File: src/rtl/cnn_acc_ci_pkg.sv
// Shared core defaults for the CNN channel accumulator (CI, AK_BW, B_BW, O_F_BW)
// plus a small width helper used for the channel counter.
package cnn_acc_ci_pkg;

   localparam int CNN_CI     = 3;
   localparam int CNN_AK_BW  = 20;
   localparam int CNN_B_BW   = 8;
   localparam int CNN_O_F_BW = 8;

   // A counter for a single channel still needs one (constant) bit.
   function automatic int cnt_bits(input int n);
      return (n > 1) ? $clog2(n) : 1;
   endfunction

endpackage

File: src/rtl/cnn_acc_ci_act.sv
// cnn_act: bias add (stage 2) followed by registered activation/saturation.
// CNN_ACC_RELU_EN selects ReLU with unsigned saturation; otherwise signed saturation.
module cnn_act
   import cnn_acc_ci_pkg::*;
#(
   parameter int ACI_BW = 22,
   parameter int B_BW   = CNN_B_BW,
   parameter int O_F_BW = CNN_O_F_BW
) (
   input  logic              clk,
   input  logic              reset_n,
   input  logic              i_soft_reset,
   input  logic              i_valid,
   input  logic [ACI_BW-1:0] i_acc,
   input  logic [B_BW-1:0]   i_bias,
   output logic              o_valid,
   output logic [O_F_BW-1:0] o_fmap
);

   // One spare bit so the saturation bounds are representable whatever the widths.
   localparam int CMP_W = ((ACI_BW > O_F_BW) ? ACI_BW : O_F_BW) + 1;

   logic [ACI_BW-1:0]       bias_ext;
   logic [ACI_BW-1:0]       sum_d, sum_q;
   logic                    sum_vld_d, sum_vld_q;
   logic signed [CMP_W-1:0] sum_ext;
   logic [O_F_BW-1:0]       sat_val;
   logic [O_F_BW-1:0]       fmap_d, fmap_q;
   logic                    vld_d, vld_q;

   assign bias_ext = {{(ACI_BW-B_BW){i_bias[B_BW-1]}}, i_bias};
   assign sum_ext  = {{(CMP_W-ACI_BW){sum_q[ACI_BW-1]}}, sum_q};

`ifdef CNN_ACC_RELU_EN
   localparam logic signed [CMP_W-1:0] SAT_HI = {{(CMP_W-O_F_BW){1'b0}}, {O_F_BW{1'b1}}};

   always_comb begin
      sat_val = sum_ext[O_F_BW-1:0];
      if (sum_ext[CMP_W-1]) begin
         sat_val = '0;
      end else if (sum_ext > SAT_HI) begin
         sat_val = '1;
      end
   end
`else
   localparam logic signed [CMP_W-1:0] SAT_HI = {{(CMP_W-O_F_BW+1){1'b0}}, {(O_F_BW-1){1'b1}}};
   localparam logic signed [CMP_W-1:0] SAT_LO = ~SAT_HI;

   always_comb begin
      sat_val = sum_ext[O_F_BW-1:0];
      if (sum_ext > SAT_HI) begin
         sat_val = SAT_HI[O_F_BW-1:0];
      end else if (sum_ext < SAT_LO) begin
         sat_val = SAT_LO[O_F_BW-1:0];
      end
   end
`endif

   always_comb begin
      sum_vld_d = i_valid & ~i_soft_reset;
      sum_d     = sum_q;
      vld_d     = sum_vld_q & ~i_soft_reset;
      fmap_d    = fmap_q;
      if (i_soft_reset) begin
         sum_d  = '0;
         fmap_d = '0;
      end else begin
         if (i_valid) begin
            sum_d = i_acc + bias_ext;
         end
         if (sum_vld_q) begin
            fmap_d = sat_val;
         end
      end
   end

   always_ff @(posedge clk or negedge reset_n) begin
      if (!reset_n) begin
         sum_q     <= '0;
         sum_vld_q <= 1'b0;
         fmap_q    <= '0;
         vld_q     <= 1'b0;
      end else begin
         sum_q     <= sum_d;
         sum_vld_q <= sum_vld_d;
         fmap_q    <= fmap_d;
         vld_q     <= vld_d;
      end
   end

   assign o_valid = vld_q;
   assign o_fmap  = fmap_q;

endmodule

File: src/rtl/cnn_acc_ci.sv
// Sums CI per-channel kernel sums into one output pixel, then adds bias and activates.
// Activation mode chosen by macro CNN_ACC_RELU_EN (see cnn_act).
module cnn_acc_ci
   import cnn_acc_ci_pkg::*;
#(
   parameter int CI     = CNN_CI,
   parameter int AK_BW  = CNN_AK_BW,
   parameter int B_BW   = CNN_B_BW,
   parameter int O_F_BW = CNN_O_F_BW
) (
   input  logic              clk,
   input  logic              reset_n,
   input  logic              i_soft_reset,
   input  logic              i_in_valid,
   input  logic [AK_BW-1:0]  i_in_kernel_acc,
   input  logic [B_BW-1:0]   i_bias,
   output logic              o_ot_valid,
   output logic [O_F_BW-1:0] o_ot_fmap,
   output logic              o_busy
);

   localparam int ACI_BW = AK_BW + $clog2(CI) + 1;
   localparam int CNT_W  = cnt_bits(CI);
   localparam logic [CNT_W-1:0] CNT_LAST = CNT_W'(CI - 1);

   logic [CNT_W-1:0]  cnt_d, cnt_q;
   logic [ACI_BW-1:0] acc_d, acc_q;
   logic              done_d, done_q;
   logic [B_BW-1:0]   bias_d, bias_q;
   logic [ACI_BW-1:0] in_ext;
   logic              last_ch;

   assign in_ext  = {{(ACI_BW-AK_BW){1'b0}}, i_in_kernel_acc};
   assign last_ch = (cnt_q == CNT_LAST);

   // acc_q holds the complete channel sum in the cycle that done_q is high.
   always_comb begin
      cnt_d  = cnt_q;
      acc_d  = acc_q;
      done_d = 1'b0;
      bias_d = bias_q;
      if (i_soft_reset) begin
         cnt_d  = '0;
         acc_d  = '0;
         bias_d = '0;
      end else if (i_in_valid) begin
         cnt_d  = last_ch ? '0 : cnt_q + CNT_W'(1);
         acc_d  = (cnt_q == '0) ? in_ext : acc_q + in_ext;
         done_d = last_ch;
         if (last_ch) begin
            bias_d = i_bias;
         end
      end
   end

   always_ff @(posedge clk or negedge reset_n) begin
      if (!reset_n) begin
         cnt_q  <= '0;
         acc_q  <= '0;
         done_q <= 1'b0;
         bias_q <= '0;
      end else begin
         cnt_q  <= cnt_d;
         acc_q  <= acc_d;
         done_q <= done_d;
         bias_q <= bias_d;
      end
   end

   assign o_busy = (cnt_q != '0);

   cnn_act #(
      .ACI_BW (ACI_BW),
      .B_BW   (B_BW),
      .O_F_BW (O_F_BW)
   ) u_act (
      .clk          (clk),
      .reset_n      (reset_n),
      .i_soft_reset (i_soft_reset),
      .i_valid      (done_q),
      .i_acc        (acc_q),
      .i_bias       (bias_q),
      .o_valid      (o_ot_valid),
      .o_fmap       (o_ot_fmap)
   );

endmodule

File: config.mk
export PLATFORM = sky130hd
export DESIGN_NAME = cnn_acc_ci
export DESIGN_NICKNAME = d
export VERILOG_FILES = /design/src/rtl/cnn_acc_ci_pkg.sv /design/src/rtl/cnn_acc_ci_act.sv /design/src/rtl/cnn_acc_ci.sv
export SDC_FILE = /design/constraint.sdc
export NUM_CORES = 1
export LEC_CHECK = 0
export BUFFER_PORTS_ARGS = -buffer_cell sky130_fd_sc_hd__buf_2
export CAP_MARGIN = 40
export CELL_PAD_IN_SITES_DETAIL_PLACEMENT = 1
export CELL_PAD_IN_SITES_GLOBAL_PLACEMENT = 1
export CORE_MARGIN = 10
export CORE_UTILIZATION = 46
export CTS_CLUSTER_SIZE = 25
export DETAILED_ROUTE_END_ITERATION = 7
export PLACE_DENSITY = 0.89
export SKIP_LAST_GASP = 1
export SYNTH_ARGS = -nofsm -noshare
export SYNTH_HDL_FRONTEND = slang
export SYNTH_SLANG_ARGS = --single-unit
export TNS_END_PERCENT = 5
File: constraint.sdc
create_clock -name clk -period 3.4 [get_ports clk]
set_input_delay 0.34 -clock clk [delete_from_list [all_inputs] [get_ports clk]]
set_output_delay 0.34 -clock clk [all_outputs]
set_load 0.1 [all_outputs]
# After elaboration in Yosys (flattened, before gate mapping)
# Cells that the tools add are included.
# W data, S select, Z words.
[classes] bitwise=3 muxes=17 addsub=3 n_lt_le_gt_ge=2 eq_ne=1 reduce_logical=7
[ops] cell="$mux W23" n=5
[ops] cell="$mux W8" n=7
[ops] cell="$add A23 B20 Y23" n=1
[ops] cell="$add A23 B23 Y23" n=1
[ops] cell="$gt A23 B8 Y1 const B" n=1
[ops] cell="$lt A23 B8 Y1 const B" n=1
[ops] cell="$reduce_bool A2 Y1" n=5
[ops] cell="$mux W2" n=3
[ops] cell="$add A2 B1 Y2 const B" n=1
[ops] cell="$and A1 B1 Y1" n=2
[ops] cell="$eq A2 B2 Y1 const B" n=1
[ops] cell="$logic_not A2 Y1" n=1
[ops] cell="$mux W1" n=2
[ops] cell="$reduce_and A2 Y1" n=1
[ops] cell="$not A1 Y1" n=1
[totals] ff_bits=67

# Logic depth before layout (Yosys ltp)
# Gate-level depths: netlist of run 1.
[depth] depth_word=5 ltp_mapped=10 mapped_depth_nobuf=10

# Cells and area by module
# Synthesis of run 1 repeated with hierarchy kept, for this count alone.
[unflattened] hier_cells=567 hier_area_um2=5074.9
[modules_own_cells] module="cnn_act" area_per_inst_um2=2590.0 seq_area_each_um2=825.8 cells_each=293 n_inst=1
[modules_own_cells] module="cnn_acc_ci" area_per_inst_um2=2484.9 seq_area_each_um2=850.8 cells_each=274 n_inst=1

# Worst setup path before layout of run 1
# OpenSTA, ideal clock, no wires.
[synth_timing] path_type="register to register" start="register acc_q[0]" end="register u_act.sum_q[14]" setup_ns=0.122 slack_ns=0.963 path_stages_with_launch=10 arrival_time_ns=2.316 required_ns=3.278 synth_period_minus_slack_ns=2.437 cell_sequence="dfrtp_1 ha_1 fa_1 a211oi_2 o21ai_1 a21oi_2 nor2_1 o31a_1 o31a_1 a32o_1"
[synth_between] elab_chain_len=3
[synth_lines] element="start, declared" line="cnn_acc_ci.sv:27" rtl="logic [ACI_BW-1:0] acc_d, acc_q;"
[synth_lines] element="start signal, assigned" line="cnn_acc_ci.sv:59" rtl="acc_q <= '0;"
[synth_lines] element="start signal, assigned" line="cnn_acc_ci.sv:64" rtl="acc_q <= acc_d;"
[synth_lines] element="$add A23 B23 Y23" line="cnn_acc_ci_act.sv:69" rtl="sum_d = i_acc + bias_ext;"
[synth_lines] element="$mux W23" line="cnn_acc_ci_act.sv:68" rtl="if (i_valid) begin"
[synth_lines] element="$mux W23" line="cnn_acc_ci_act.sv:64" rtl="if (i_soft_reset) begin"
[synth_lines] element="end signal, assigned" line="cnn_acc_ci_act.sv:84" rtl="sum_q <= sum_d;"
[synth_lines] element="end, declared" line="cnn_acc_ci_act.sv:24" rtl="logic [ACI_BW-1:0] sum_d, sum_q;"
# Every way passes these cells. The select of a mux whose other input is x is not followed.
# A chain may end at the register's enable or synchronous reset.

# Final worst setup path of run 1
[layout_timing] start="register bias_q[7]" end="register u_act.sum_q[21]"
[layout_between] elab_chain_len=3
[layout_lines] element="start, declared" line="cnn_acc_ci.sv:29" rtl="logic [B_BW-1:0] bias_d, bias_q;"
[layout_lines] element="start signal, assigned" line="cnn_acc_ci.sv:66" rtl="bias_q <= bias_d;"
[layout_lines] element="$add A23 B23 Y23" line="cnn_acc_ci_act.sv:69"
[layout_lines] element="$mux W23" line="cnn_acc_ci_act.sv:68"
[layout_lines] element="$mux W23" line="cnn_acc_ci_act.sv:64"
# Every way passes these cells. The select of a mux whose other input is x is not followed.

==> summary.md, run 1 <==
| Metric | Value |
|---|---|
| Setup TNS | 0 ps |
| Max-slew violations | 0 |
| Clock tree buffer depth | 2 |
| Largest net degree at the start of global routing | 43 |
| Post-Syn Area | about 5100 µm² |
| CP Max Fanout | 17 |
| Row count | 38 |
| Starting DRT DRC Count | 281 |
| Num Clock Sinks | between 60 and 70 |
| Reg2reg start | bias_q[7] |
| HPWL after detailed placement | 11.5 mm |
| Clock Power Share | between 30 and 40% |
| Main flop type after synthesis | dfrtp_1 |
| Pwr dens | between 300 and 400 nW/µm² |
| First-pass DRT Iterations | 4 |
| Vias per Instance | 6.21 |
| RSZ-0062 raised after global routing | no |
| Share of the synthesized area in the top cell type | about a third |
| Core region area | about 11000 µm² |
| Avg Cell Area, Syn | ~8.5 µm² |
| Commonest cells in the synthesized netlist | nor2_1 (76), dfrtp_1 (67), nand2_1 (66) |
| Antenna Nets Post-Route | 0 |
| Via count | 4845 |
| First-pass GRT wire length | between 20 and 30 mm |
| Global route overflow | 0 |
| Cell Int Power | 1.47 mW |
| Clk root buf | clkbuf_8 |
| Synth cell types | 70 |
| Dominant cells by area after synthesis | dfrtp_1 (33%), ha_1 (10%), nor2_1 (5.6%) |
| Ports | 42 |
| Clk pin slew, worst setup/hold paths | around 90 ps |
| Seq cells post-synth | between 60 and 70 |
| YS warnings | 0 |
| Design Area, Final | ~5700 µm² |
| CTS Hold Bufs | 0 |
| FMAX | 362 MHz |
| Startpoint types | flip-flop |
| Relative slew margins | between 40% and 50% |
| DRC viols | 0 |
| Setup Buffers After CTS | 0 |
| Synth-to-Final Area Change | 11.1% |
| Nets | 711 |
| CP required | approximately 3600 ps |
| Min cycle time layout | about 2800 ps |
| Top-count cell post-synth | nor2_1 |
| WP data arrival | just under 3000 ps |
| Slew at the pin closest to its max-slew limit | just under 800 ps |
| PnR worst setup slack | 637 ps |
| Final Power | around 2.2 mW |
| RePlAce Congestion | around 0.97 |
| Initial antenna violation count | 0 |
| Number of synthesized flops with an enable pin | 0 |
| Mapped Cells | 600 |
| GRT Resource Usage Total | 19.5% |
| Seq/Total Area, Yosys | 32.9% |
| Tcrit/Tclk final | 81.3% |
| Die area | about 16000 µm² |
| N_diodes | 0 |
| Htree depth | 3 |
| Hold Vio Cnt, Final | 0 |
| CTS tree | done |
| Die Y | approximately 130 µm |
| Chip Width | 125 µm |
| Switching pwr | roughly 0.70 mW |
| Post-DP Area | roughly 5400 µm² |
| Status | complete, no violations |
| Comb power frac | ~24% |
| CP endpoint kind | flip-flop |
| Worst slack at placement | a little under 700 ps |
| Area leader, netlist | dfrtp_1 |
| CP most frequent cell | a21o_1 |
| Worst VDD drop | approximately 210 µV |
| FF-to-FF path depth | 8 |
| Sw Ratio | between 30% and 40% |
| Fraction of registers with async set/reset | 100% |
| Crit Path Class | reg -> reg |
| Initial core utilization | a little under half |
| Buffers added on ports | between 40 and 50 |
| Fin util | 52.3% |
| Worst Skew | about 16 ps |
| Worst path slowest cell | dfrtp_1 |
| R2R Path End | u_act.sum_q[21] |
| CP peak stage delay | ~720 ps |
| Vias in the first global route | approximately 5300 |
| Number of gates resized after CTS | 0 |
| Routed WL | about 16 mm |
| Setup Viol. Count Final | 0 |
| Max cap viols | 0 |
| Mapped Nets | between 600 and 700 |
| Lkg Pwr | 2.64 nW |
| DR WL/cell | ~20 µm |
| Worst hold path class | in -> async |
| Worst-Skew Late Latency | around 360 ps |
| Layout cells sized above 1 | 13.0% |
| TritonCTS buffer count | 9 |
| CP cell instances | ha_1 -> a21o_1 -> a21o_1 -> a21oi_2 -> o21bai_1 -> a2111oi_2 -> a211o_1 -> o221ai_1 |
| Worst R2R Setup Slack | about 640 ps |
| Sequential power share | slightly below 40% |
sequential cells by signal, summed over array words and instances (netlist names):
signal,cells
u_act.sum_q,23
bias_q,8
cnt_q,2
acc_q,23
u_act.o_fmap,8
done_q,1
u_act.o_valid,1
u_act.sum_vld_q,1
cell type report:
cell class | instances | area, µm²
fill | 1337 | 5170
multi-input combinational | 497 | 3280
sequential | 67 | 1680
timing repair buffer | 48 | 258
tap | 140 | 175
clock buffer | 11 | 151
clock inverter | 5 | 85.1
inverter | 12 | 45.0
worst max-delay path, delay by kind of cell (launching register included):
kind,cells,cell delay (ps)
AOI/OAI and AO/OA,7,1500
DFF,1,720
adders and majority gates,1,410
worst max path at each step:
stage / from / endpoint / slack, ps / cells past startpoint
2_1_floorplan: acc_q[0] / u_act.sum_q[14] / 960 / 9
3_3_place_gp: acc_q[0] / u_act.sum_q[14] / 830 / 9
3_5_place_dp: bias_q[7] / u_act.sum_q[21] / 690 / 8
4_1_cts: bias_q[7] / u_act.sum_q[21] / 650 / 8
5_1_grt: bias_q[7] / u_act.sum_q[21] / 460 / 8
6_report: bias_q[7] / u_act.sum_q[21] / 640 / 8
through the flow:
| stage | instances | hold slack (ps) |
|---|---|---|
| 2_1_floorplan | 600 | 44.4 |
| 3_3_place_gp | 764 | 445 |
| 3_5_place_dp | 764 | 459 |
| 4_1_cts | 780 | 81.4 |
| 5_1_grt | 780 | 104 |
| 6_report | 780 | 63.7 |
cells by family (layout without fill, tap and decap cells):
| group | count (synthesis) | after routing | share of synthesized area (%) |
|---|---|---|---|
| adder cells (fa/ha/maj) | 44 | 44 | 11.1 |
| multiplexers | 18 | 18 | 3.53 |
| AO/OA/AOI/OAI | 192 | 192 | 26.0 |
| flip-flops | 67 | 67 | 32.9 |
| buffers and inverters | 36 | 76 | 2.89 |
| XOR/XNOR | 21 | 21 | 3.60 |
| AND/OR/NAND/NOR | 222 | 222 | 20.0 |
routing by layer:
layer	track usage, %	wire length, µm
met1	23.0	6720
met5	0	0
met3	2.96	560
met2	34.5	8010
met4	7.79	359
power groups by stage:
stage          Clock, mW  Combinational, mW  Sequential [mW]
2_1_floorplan          0              0.373            0.856
3_3_place_gp           0              0.491            0.866
3_5_place_dp           0              0.516            0.868
4_1_cts            0.800              0.525            0.853
5_1_grt            0.838              0.582            0.857
6_report           0.790              0.529            0.854
layout by cell type (no fill, tap or decap), types with 17 or more instances in the layout:
master	netlist	routed
a21oi_1	45	45
buf_2	4	41
dfrtp_1	67	67
ha_1	42	42
mux2i_1	18	18
nand2_1	66	66
nand3_1	18	18
nor2_1	76	76
o21ai_0	29	29
o21ai_1	17	17
(Power assumes the default switching activity.)
==> run 2: changes to the inputs <==
--- a/config.mk
+++ b/config.mk
@@ -10,10 +10,10 @@
 export CELL_PAD_IN_SITES_DETAIL_PLACEMENT = 1
 export CELL_PAD_IN_SITES_GLOBAL_PLACEMENT = 1
 export CORE_MARGIN = 10
-export CORE_UTILIZATION = 46
+export CORE_UTILIZATION = 42
 export CTS_CLUSTER_SIZE = 25
 export DETAILED_ROUTE_END_ITERATION = 7
-export PLACE_DENSITY = 0.89
+export PLACE_DENSITY = 0.86
 export SKIP_LAST_GASP = 1
 export SYNTH_ARGS = -nofsm -noshare
 export SYNTH_HDL_FRONTEND = slang
==> constraint.sdc (replaced) <==
create_clock -name clk -period 2.5 [get_ports clk]
set_input_delay 0.25 -clock clk [delete_from_list [all_inputs] [get_ports clk]]
set_output_delay 0.25 -clock clk [all_outputs]
set_load 0.1 [all_outputs]
==> run 2 against run 1 <==
Net effect: the flow now finishes with violations (negative hold slack, negative setup slack); critical endpoint is now acc_q[10]; final area up 6.1%; clock power rose by 67%; first-iteration DRC count grew 28%; critical path type unchanged; via count is 2.4% higher; hold slack worse by 80 ps; combinational power is 49% higher; largest power group is now clock; critical path depth rose by 3; register-to-register slack lost 700 ps; cell count up 4.0%; die area increased by 8.0%; wire length grew 3.4%.
==> summary.md, run 2 (synthesis results as in run 1) <==
| Metric | Value |
|---|---|
| Routed WL | ~16 mm |
| Buffers added on ports | around 40 |
| Worst setup startpoint | acc_q[0] |
| CTS Hold Bufs | 0 |
| Relative slew margins | approximately half |
| HPWL after detailed placement | between 10 and 15 mm |
| Clk pin slew, worst setup/hold paths | 60 ps |
| Pwr dens | 543 nW/µm² |
| Layout cells sized above 1 | between 10% and 20% |
| First-pass DRT Iterations | 4 |
| Largest regs | acc_q x23, u_act.sum_q x23 |
| Slew at the pin closest to its max-slew limit | around 760 ps |
| Htree depth | 3 |
| Status | finished, violations left |
| Initial antenna violation count | 0 |
| Sw Ratio | around a third |
| Layout filler cell count | 1450 |
| DRC viols | 0 |
| Startpoint types | flip-flop |
| Core region area | 12000 µm² |
| FF-to-FF path depth | 11 |
| Worst R2R Setup Slack | -60 ps |
| TritonCTS buffer count | 9 |
| Worst VDD drop | roughly 240 µV |
| WP data arrival | roughly 2800 ps |
| Hold Vio Cnt, Final | 28 |
| Nets | 735 |
| CTS tree | done |
| Num Clock Sinks | 67 |
| Commonest non-fill, non-tap cell in the layout | nor2_1 |
| First-pass GRT wire length | 26.9 mm |
| Ports | 42 |
| Antenna Nets Post-Route | 0 |
| Worst-Skew Late Latency | approximately 350 ps |
| RePlAce Congestion | 0.884 |
| Min cycle time layout | 2560 ps |
| N_diodes | 0 |
| DR WL/cell | 20.0 µm |
| Reg2reg start | acc_q[0] |
| Global route overflow | 0 |
| R2R Path End | acc_q[10] |
| Switching pwr | between 1 and 1.5 mW |
| Row count | 40 |
| PnR worst setup slack | -61.2 ps |
| Die Y | 130 µm |
| Lkg Pwr | approximately 2.8 nW |
| Clock tree buffer depth | 2 |
| Failing checks | negative hold slack, negative setup slack |
| Synth-to-Final Area Change | 17.9% |
| Vias per Instance | around 6.1 |
| Worst Skew | ~10 ps |
| FMAX | ~390 MHz |
| Largest net degree at the start of global routing | 40 |
| CP Capture Point | acc_q[10] |
| Max-slew violations | 0 |
| Starting DRT DRC Count | between 300 and 400 |
| Max cap viols | 0 |
| Chip Width | ~130 µm |
| GRT Resource Usage Total | 19.6% |
| Vias in the first global route | about 5400 |
| Most frequent cells in the layout | nor2_1 (76), dfrtp_1 (67), nand2_1 (66), a21oi_1 (43) |
| Worst hold path class | in -> async |
| Cell Int Power | ~2.2 mW |
| Via count | between 4000 and 5000 |
| Setup Viol. Count Final | 5 |
| Crit Path Class | reg -> reg |
| Setup TNS | -192 ps |
| Initial core utilization | between 40% and 50% |
| RSZ-0062 raised after global routing | yes |
| Comb power frac | around a quarter |
| Clock Power Share | about two fifths |
| Worst slack at placement | -99.6 ps |
| Die area | 17000 µm² |
| CP required | ~2700 ps |
| Clk root buf | clkbuf_16 |
| CP Max Fanout | 3 |
| Tcrit/Tclk final | 102% |
| Sequential power share | a little over a third |
| CP endpoint kind | flip-flop |
| Worst hold slack | -16.5 ps |
==> run 2: cell types whose count changed in the layout (fill, tap and decap cells not counted), sizes merged <==
cell | before | now
inv | 10 | 14
bufinv | 2 | 1
buf | 48 | 72
clkbuf | 11 | 9
clkinv | 4 | 3
==> run 2: layer usage <==
metal | wire length, µm | vias up | part of all wire (%) | global-route usage, %
li1 | - | 2343 | - | -
met1 | 6870 | 2473 | 42 | 23.2
met2 | 8210 | 121 | 51 | 34.8
met3 | 793 | 23 | 4.9 | 3.08
met4 | 305 | 0 | 1.9 | 7.67
met5 | 0 | - | 0 | 0
==> run 2: through the flow <==
step	utilization [%]	total power, mW	instances	area (µm²)
after floorplan	-	1.67	600	5100
after global placement	46.8	1.88	790	5600
after detailed placement	46.8	1.92	790	5600
after CTS	49.7	3.26	808	5950
after global routing	50.3	3.42	811	6020
final	50.3	3.27	811	6020
==> run 2: how the worst min path moves through the flow <==
| stage | from | slack, ps | endpoint | depth (start not counted) |
|---|---|---|---|---|
| finish | reset_n | -20 | u_act.sum_q[22] | 1 |
| global route | reset_n | 40 | u_act.sum_q[22] | 1 |
| CTS | reset_n | 6 | u_act.sum_q[22] | 1 |
| detailed placement | reset_n | 360 | u_act.sum_q[22] | 1 |
| global placement | reset_n | 350 | u_act.sum_q[21] | 1 |
| floorplan | reset_n | -50 | acc_q[0] | 0 |
==> run 2: cell type report <==
class / count / area, µm² / area share [%]
inverters: 12 / 47.5 / 0.790
flip-flops and latches: 67 / 1680 / 27.9
well taps: 147 / 184 / 3.06
clock inverters: 7 / 81.3 / 1.35
clock buffers: 9 / 225 / 3.74
repair buffers: 72 / 454 / 7.55
multi-input cells: 497 / 3350 / 55.6
==> run 2: power groups by stage <==
stage | Sequential, mW | Combinational [mW] | Clock (mW)
4_1_cts | 1.16 | 0.758 | 1.34
3_5_place_dp | 1.18 | 0.740 | 0
2_1_floorplan | 1.16 | 0.508 | 0
6_report | 1.16 | 0.788 | 1.32
5_1_grt | 1.17 | 0.872 | 1.38
3_3_place_gp | 1.18 | 0.706 | 0
==> run 2: what timing repair did <==
action	4_1_cts	5_1_grt
buffers inserted	2	3
pin swaps	8	7
setup endpoints to repair	9	24
gates resized for setup	7	9
==> run 2: critical path: stages, from the launching register on <==
cell and delay, ps:
dfrtp_1 380, buf_6 120, ha_4 150, inv_4 40, fa_2 380, nor2b_4 170, o31ai_4 100, a22oi_2 240
a21boi_2 120, xnor2_1 310, nand2_1 130, a311oi_1 310
==> run 3: changes to the inputs <==
--- a/config.mk
+++ b/config.mk
@@ -7,13 +7,11 @@
 export LEC_CHECK = 0
 export BUFFER_PORTS_ARGS = -buffer_cell sky130_fd_sc_hd__buf_2
 export CAP_MARGIN = 40
-export CELL_PAD_IN_SITES_DETAIL_PLACEMENT = 1
-export CELL_PAD_IN_SITES_GLOBAL_PLACEMENT = 1
 export CORE_MARGIN = 10
-export CORE_UTILIZATION = 42
+export CORE_UTILIZATION = 50
 export CTS_CLUSTER_SIZE = 25
 export DETAILED_ROUTE_END_ITERATION = 7
-export PLACE_DENSITY = 0.86
+export PLACE_DENSITY = 0.8
 export SKIP_LAST_GASP = 1
 export SYNTH_ARGS = -nofsm -noshare
 export SYNTH_HDL_FRONTEND = slang
==> run 3 against run 2 <==
Net effect: the flow still finishes with violations (negative hold slack, negative setup slack); maximum frequency up 0.63%; cell count down 3.1%; final area down 3.2%; die area down 14%.
==> summary.md, run 3 (synthesis results as in run 1) <==
| Metric | Value |
|---|---|
| Starting DRT DRC Count | 340 |
| Status | finished, violations left |
| Global route overflow | 0 |
| Initial core utilization | 51.7% |
| Setup Viol. Count Final | 2 |
| Final std cells w/o fill | about 800 |
| PnR worst setup slack | -45.2 ps |
| Via count | slightly below 5000 |
| Fin util | roughly three fifths |
| Failing checks | negative hold slack, negative setup slack |
| Nets | between 700 and 800 |
| Slew at the pin closest to its max-slew limit | approximately 800 ps |
| Min cycle time layout | between 2000 and 3000 ps |
| CTS Hold Bufs | 0 |
| Worst-Skew Late Latency | ~360 ps |
| Commonest non-fill, non-tap cell in the layout | nor2_1 |
| Crit Path Class | reg -> reg |
| Num Clock Sinks | 67 |
| WP data arrival | 2760 ps |
| Largest regs | acc_q x23, u_act.sum_q x23 |
| Vias in the first global route | 4796 |
| CP endpoint kind | flip-flop |
| Layout cells sized above 1 | ~16% |
| CP required | ~2700 ps |
| First-pass GRT wire length | around 23 mm |
| Clk root buf | clkbuf_8 |
| Synth-to-Final Area Change | 14.1% |
| Die Y | around 120 µm |
| Clock tree buffer depth | 2 |
| Placed cells | 765 |
| RSZ-0062 raised after global routing | yes |
| Htree depth | 3 |
| Layout filler cell count | between 800 and 900 |
| Startpoint types | flip-flop |
| Setup TNS | -50.3 ps |
| Routed WL | between 10 and 15 mm |
| Initial antenna violation count | 0 |
| Antenna Nets Post-Route | 0 |
| DRC viols | 0 |
| TritonCTS buffer count | 9 |
| First-pass DRT Iterations | 6 |
| Die area | 14600 µm² |
| Core region area | ~9900 µm² |
| Chip Width | roughly 120 µm |
| CTS tree | done |
| Buffers added on ports | 41 |
| Lkg Pwr | 2.70 nW |
| GRT Resource Usage Total | between 10% and 20% |
| Tcrit/Tclk final | 102% |
| Final Power | 2.90 mW |
| CP Max Fanout | 3 |
| Most frequent cells in the layout | nor2_1 (76), nand2_1 (66), dfrtp_1 (66), a21oi_1 (43), buf_2 (41) |
| FMAX | approximately 400 MHz |
| Ports | 42 |
| Max cap viols | 0 |
| Hold Vio Cnt, Final | 24 |
| Vias per Instance | between 6 and 7 |
| Max-slew violations | 0 |
| HPWL after detailed placement | 10.1 mm |
| N_diodes | 0 |
| RePlAce Congestion | between 0.9 and 1 |
| Worst Skew | about 12 ps |
| Pwr dens | slightly below 500 nW/µm² |
| Clk pin slew, worst setup/hold paths | 80 ps |
| Worst hold path class | in -> async |
| Worst VDD drop | slightly above 300 µV |
| Relative slew margins | a little under half |
| DR WL/cell | 17.8 µm |
| Row count | 36 |
| Worst hold slack | -14.5 ps |
| Largest net degree at the start of global routing | 38 |
==> run 3: worst paths after layout <==
kind                              endpoint  cells past startpoint  slack, ps            start
hold reg to reg            u_act.o_fmap[4]                      2        480  u_act.o_fmap[4]
setup reg to reg                 acc_q[12]                     12        -50         acc_q[0]
hold / removal             u_act.sum_q[21]                      1        -10          reset_n
max in group asynchronous        bias_q[4]                      2       1860          reset_n
min in group clk                 bias_q[1]                      3        140        i_bias[1]
setup / recovery                 acc_q[12]                     12        -50         acc_q[0]
==> run 3: cell type report <==
type | count | area (µm²) | area share (%)
clock buffer | 11 | 131 | 2.26
timing repair buffer | 61 | 368 | 6.32
tap | 133 | 166 | 2.86
clock inverter | 5 | 77.6 | 1.33
inverter | 12 | 45.0 | 0.773
multi-input combinational | 497 | 3360 | 57.7
sequential | 67 | 1680 | 28.8
==> run 3: power by group <==
group | switching, mW | leakage [nW] | internal [mW] | total (mW)
combinational | 0.459 | 1.68 | 0.286 | 0.744
sequential | 0.0424 | 0.915 | 1.12 | 1.16
clock | 0.432 | 0.103 | 0.559 | 0.991
total | 0.933 | 2.70 | 1.96 | 2.90
==> run 3: repair_timing <==
| action | in CTS | in global routing |
|---|---|---|
| pin swaps | 4 | 10 |
| setup buffers | 3 | 2 |
| resized for setup | 2 | 15 |
| setup endpoints to repair | 8 | 21 |
==> run 3: routing by layer <==
metal / vias up / global-route usage [%] / part of all wire [%]
met5: - / 0 / 0
met4: 0 / 6.94 / 2.3
met3: 37 / 3.21 / 6.1
met2: 187 / 31.5 / 49
met1: 2349 / 22.6 / 42
li1: 2322 / - / -
==> run 3: per-stage QoR <==
stage	hold WS [ps]	instance area, µm²	setup WS, ps
global placement	372	5500	42.7
CTS	3.77	5740	-33.6
floorplan	-45.6	5100	62.5
global route	32.4	5820	-128
finish	-14.5	5820	-45.2
detailed placement	377	5500	-58.0
==> run 3: critical path, cell delays in order, from the launching register on <==
cell and delay [ps]:
dfrtp_1 400, buf_4 150, ha_4 170, inv_1 70
fa_2 250, nor2b_4 70, o31ai_4 260, buf_4 190
a211oi_4 60, o31a_1 300, or3_1 320, nand3_1 100
a311oi_1 90
